$ cat src/rtl/mult_share_arb.sv
// Round-robin arbiter sharing one 4x4 Braun array multiplier among 2**IDW requesters.
// Define MULT_PIPE_EN to add a register stage (STAGE state) after the multiplier output.

module ArrayMult (
  input  logic [3:0] a,
  input  logic [3:0] b,
  output logic [7:0] p
);
  logic [4:0] row;
  logic [4:0] nxt;
  logic       cy;
  logic       x;
  logic       y;

  // Rows of ripple full adders; each row retires one low product bit.
  always_comb begin
    p   = '0;
    nxt = '0;
    cy  = 1'b0;
    x   = 1'b0;
    y   = 1'b0;
    row = {1'b0, a & {4{b[0]}}};
    for (int i = 1; i < 4; i++) begin
      p[i-1] = row[0];
      cy     = 1'b0;
      for (int j = 0; j < 4; j++) begin
        x      = row[j+1];
        y      = a[j] & b[i];
        nxt[j] = x ^ y ^ cy;
        cy     = (x & y) | (x & cy) | (y & cy);
      end
      nxt[4] = cy;
      row    = nxt;
    end
    p[7:3] = row;
  end
endmodule

module mult_share_arb #(
  parameter int IDW = 2
) (
  input  logic                   clk,
  input  logic                   rst_n,
  input  logic [(1<<IDW)-1:0]    req_valid,
  output logic [(1<<IDW)-1:0]    req_ready,
  input  logic [4*(1<<IDW)-1:0]  req_a,
  input  logic [4*(1<<IDW)-1:0]  req_b,
  output logic                   resp_valid,
  input  logic                   resp_ready,
  output logic [7:0]             resp_p,
  output logic [IDW-1:0]         resp_id,
  output logic                   busy,
  output logic [15:0]            ops_done
);
  localparam int NREQ = 1 << IDW;

`ifdef MULT_PIPE_EN
  typedef enum logic [1:0] {IDLE, CALC, STAGE, RESP} state_t;
`else
  typedef enum logic [1:0] {IDLE, CALC, RESP} state_t;
`endif

  state_t           state_q, state_d;
  logic [3:0]       a_q, a_d, b_q, b_d;
  logic [7:0]       p_q, p_d;
  logic [IDW-1:0]   id_q, id_d;
  logic [IDW-1:0]   last_grant_q, last_grant_d;
  logic [15:0]      ops_done_q, ops_done_d;
  logic             resp_valid_q, resp_valid_d;
  logic             busy_q, busy_d;
  logic [7:0]       mult_p;
  logic             grant_found;
  logic [IDW-1:0]   grant_idx;
  logic [IDW-1:0]   cand;
`ifdef MULT_PIPE_EN
  logic [7:0]       stage_q, stage_d;
`endif

  ArrayMult u_mult (
    .a (a_q),
    .b (b_q),
    .p (mult_p)
  );

  // First valid requester at or after last_grant+1, wrapping naturally in IDW bits.
  always_comb begin
    grant_found = 1'b0;
    grant_idx   = '0;
    cand        = '0;
    for (int k = 0; k < NREQ; k++) begin
      cand = last_grant_q + IDW'(k + 1);
      if (!grant_found && req_valid[cand]) begin
        grant_found = 1'b1;
        grant_idx   = cand;
      end
    end
  end

  for (genvar gi = 0; gi < NREQ; gi++) begin : g_ready
    assign req_ready[gi] = rst_n && (state_q == IDLE) && grant_found && (grant_idx == IDW'(gi));
  end

  always_comb begin
    state_d      = state_q;
    a_d          = a_q;
    b_d          = b_q;
    p_d          = p_q;
    id_d         = id_q;
    last_grant_d = last_grant_q;
    ops_done_d   = ops_done_q;
    resp_valid_d = resp_valid_q;
`ifdef MULT_PIPE_EN
    stage_d      = stage_q;
`endif
    case (state_q)
      IDLE: begin
        if (grant_found) begin
          a_d          = req_a[{grant_idx, 2'b00} +: 4];
          b_d          = req_b[{grant_idx, 2'b00} +: 4];
          id_d         = grant_idx;
          last_grant_d = grant_idx;
          state_d      = CALC;
        end
      end
      CALC: begin
`ifdef MULT_PIPE_EN
        stage_d      = mult_p;
        state_d      = STAGE;
`else
        p_d          = mult_p;
        resp_valid_d = 1'b1;
        state_d      = RESP;
`endif
      end
`ifdef MULT_PIPE_EN
      STAGE: begin
        p_d          = stage_q;
        resp_valid_d = 1'b1;
        state_d      = RESP;
      end
`endif
      RESP: begin
        if (resp_ready) begin
          ops_done_d   = ops_done_q + 16'd1;
          resp_valid_d = 1'b0;
          state_d      = IDLE;
        end
      end
      default: state_d = IDLE;
    endcase
    busy_d = (state_d != IDLE);
  end

  always_ff @(posedge clk or negedge rst_n) begin
    if (!rst_n) begin
      state_q      <= IDLE;
      a_q          <= '0;
      b_q          <= '0;
      p_q          <= '0;
      id_q         <= '0;
      last_grant_q <= IDW'(NREQ - 1);
      ops_done_q   <= '0;
      resp_valid_q <= 1'b0;
      busy_q       <= 1'b0;
`ifdef MULT_PIPE_EN
      stage_q      <= '0;
`endif
    end else begin
      state_q      <= state_d;
      a_q          <= a_d;
      b_q          <= b_d;
      p_q          <= p_d;
      id_q         <= id_d;
      last_grant_q <= last_grant_d;
      ops_done_q   <= ops_done_d;
      resp_valid_q <= resp_valid_d;
      busy_q       <= busy_d;
`ifdef MULT_PIPE_EN
      stage_q      <= stage_d;
`endif
    end
  end

  assign resp_valid = resp_valid_q;
  assign resp_p     = p_q;
  assign resp_id    = id_q;
  assign busy       = busy_q;
  assign ops_done   = ops_done_q;
endmodule

$ cat config.mk
export PLATFORM = sky130hd
export DESIGN_NAME = mult_share_arb
export DESIGN_NICKNAME = d
export VERILOG_FILES = /design/src/rtl/mult_share_arb.sv
export SDC_FILE = /design/constraint.sdc
export NUM_CORES = 1
export LEC_CHECK = 0
export BUFFER_PORTS_ARGS = -buffer_cell sky130_fd_sc_hd__clkbuf_2
export CAP_MARGIN = 20
export CORE_MARGIN = 4
export CORE_UTILIZATION = 51
export DETAILED_ROUTE_END_ITERATION = 8
export PLACE_DENSITY = 0.8
export SYNTH_ARGS = -nofsm -noshare
export SYNTH_HDL_FRONTEND = slang
export SYNTH_SLANG_ARGS = --single-unit
$ cat constraint.sdc
create_clock -name clk -period 4.45 [get_ports clk]
set_input_delay 0.6675 -clock clk [delete_from_list [all_inputs] [get_ports clk]]
set_output_delay 0.6675 -clock clk [all_outputs]
set_load 0.01 [all_outputs]
==> run_results.csv <==
group,metric,value,unit
run_status,status,"finished clean",
pwr,powerDensity,690,mW/mm^2
timing,setup_viol,0,
detailed_routing,wire_per_inst,13.1,um
floorplanning,start_util,54.7,%
clock_tree,path_clk_slew,0.07,ns
clock_tree,cts_tree,"built",
clock_tree,cts_buffers,5,
cells_and_area,fin_cells,343,
pwr,ir_worst_vdd,322,uV
floorplanning,ios,71,
logic_synthesis,avgSynthCellArea,10.4,um^2
clock_tree,cts.sinks,40,
cells_and_area,mostFrequentLayoutCell,"clkbuf_2",
cells_and_area,area_growth,20.8,%
floorplanning,core-area,0.00414,mm^2
floorplanning,die_w,74.7,um
cells_and_area,layout.area.seq,0.00100,mm^2
floorplanning,row_count,23,
logic_synthesis,synth_top_cell_by_area,"dfrtp_1",
placed_design,gp_congestion,0.794,
clock_tree,root_buffer,"clkbuf_8",
cells_and_area,final_cell_mix,"clkbuf_2 (70), dfrtp_1 (38), nand2_1 (29)",
logic_synthesis,yosys_most_used_dff,"dfrtp_1",
pwr,leakage,1.38,nW
clock_tree,post_cts_buffers,0,
critical_path,crit_path_end_kind,"flip-flop",
critical_path,path_class,"flip-flop to flip-flop",
logic_synthesis,ys_types,37,
timing,rsz0062_at_grt,"false",
logic_synthesis,synth_seq_area_share,44.2,%
critical_path,path_max_fanout,5,
floorplanning,die_y,74.7,um
timing,finalHoldViolations,0,
floorplanning,die-area,0.00558,mm^2
timing,finalSetupTns,0,ns
worst_hold_path,min_path_type,"input port to async pin",
clock_tree,holdBufCountCts,0,
cells_and_area,final_nets,344,
critical_path,crit_arrival,4.10,ns
global_routing,grt_pass1_wl,7760,um
global_routing,overflow,0,
cells_and_area,num_antenna_cells,0,
timing,skew,0.00549,ns
critical_path,required,4.61,ns
global_routing,first_global_vias,1767,
job,drv_cap,0,
logic_synthesis,yosys-top-cells-area,"dfrtp_1 (42%), fa_1 (7.1%), a211oi_1 (5.3%)",
detailed_routing,via_count,1761,
timing,final_max_slew_viol_count,0,
detailed_routing,drc,0,
clock_tree,ctsResizeCount,0,
placed_design,hpwl,3680,um
clock_tree,clock_latency,0.29,ns
logic_synthesis,ys_seq_elements,40,
pwr,finalPower,0.00189,W
global_routing,antenna_found_initial,0,
cells_and_area,multi_input_area,0.00118,mm^2
logic_synthesis,synth_area,0.00227,mm^2
logic_synthesis,mappedNetlistNets,271,
detailed_routing,drt_iter0_markers,72,
placed_design,place_inst,335,
timing,maxSlewHeadroom,67.6,%
cells_and_area,drive_above_1_share,30.4,%
timing,period_needed,3.94,ns
logic_synthesis,synthArstFlopShare,100,%
detailed_routing,via_per_inst,5.13,
logic_synthesis,synth-edff-count,0,
detailed_routing,ant_nets,0,
logic_synthesis,yosys_warnings,0,
cells_and_area,fillers,372,
detailed_routing,first_pass_iters,4,
detailed_routing,finalWirelength,4490,um
clock_tree,clockBufferDepth,2,
clock_tree,ctsHtreeMaxLevel,2,
critical_path,cp-start-kind,"flip-flop",
logic_synthesis,netlist_instances,219,
timing,post-route-period-util,88.5,%
logic_synthesis,synth_top_area_share,41.9,%
global_routing,grt_max_degree,41,
timing,fmax,0.254,GHz
timing,worst_slew_pin_slew,0.484,ns
global_routing,track_usage,18.1,%
placed_design,portBuffers,70,
[layout make-up]
cell class | count | area share (%)
tap | 50 | 2.28
sequential | 40 | 36.6
inverter | 13 | 1.78
timing repair buffer | 71 | 13.1
multi-input combinational | 161 | 43.0
clock buffer | 8 | 3.29
[flip-flops by register name, indices dropped and copies added, names as in the netlist]
name,count
b_q,4
a_q,4
last_grant_q,2
resp_id,2
busy,1
resp_valid,1
ops_done,16
state_q,2
resp_p,8
[metal layers]
layer / part of all wire, % / global-route usage [%]
met5: 0 / 0
met4: 1.7 / 6.52
met3: 6.7 / 4.81
met2: 45 / 28.4
met1: 47 / 24.3
[cells by family after synthesis]
| group | after synthesis | synth area share [%] |
|---|---|---|
| AOI/OAI and AO/OA | 40 | 12.9 |
| xor gates and xnor gates | 15 | 5.79 |
| adders and majority gates | 13 | 9.82 |
| buffers and inverters | 18 | 3.81 |
| DFF | 40 | 44.2 |
| muxes | 13 | 6.18 |
| and+or+nand+nor | 80 | 17.3 |
[path summary, 6_finish.rpt]
path / depth (start not counted) / slack [ns] / end / from
min in group clk: 2 / 0.48 / resp_p[5] / resp_p[5]
max in group asynchronous: 2 / 3.62 / last_grant_q[1] / rst_n
worst min-delay path: 2 / 0.48 / resp_p[5] / rst_n
worst max-delay path: 13 / 0.51 / resp_p[6] / a_q[1]
worst max register to register: 13 / 0.51 / resp_p[6] / a_q[1]
worst min register to register: 2 / 0.48 / resp_p[5] / resp_p[5]
[Yosys cell counts (3+ instances only)]
cell	count
a21boi_0	9
dfrtp_1	38
mux2_2	4
nand4_1	5
nand2_1	29
inv_1	13
nor2_1	15
and3_1	3
nor3_1	4
xnor2_1	11
o21ai_0	7
a211oi_1	16
mux2i_1	8
nand2b_1	3
nand3_1	3
fa_1	8
ha_1	5
xor2_1	4
and2_1	11
[power by group]
part	leakage (nW)	switching, W	internal, W	total (W)
clock	0.0455	0.000115	0.000126	0.000241
combinational	0.843	0.000570	0.000453	0.00102
sequential	0.496	0.000119	0.000507	0.000626
[worst max-delay path, stage by stage (launching register included)]
cell and delay [ns]:
dfrtp_1 0.41, and2_1 0.17, ha_1 0.20, fa_1 0.36, inv_1 0.07, fa_1 0.40, inv_1 0.09, fa_1 0.17
inv_1 0.05, fa_1 0.47, fa_1 0.45, fa_1 0.39, fa_1 0.48, o21ai_0 0.08
[metrics by stage]
step	area (um^2)	utilization [%]	setup WS, ns	hold WS, ns
CTS	2740	66.2	0.489	0.486
floorplan	2270	-	0.674	0.372
global placement	2650	64.0	0.612	0.454
finish	2740	66.2	0.510	0.480
global route	2740	66.2	0.318	0.506
detailed placement	2650	64.0	0.499	0.470
Power figures use the tool's default switching activity.
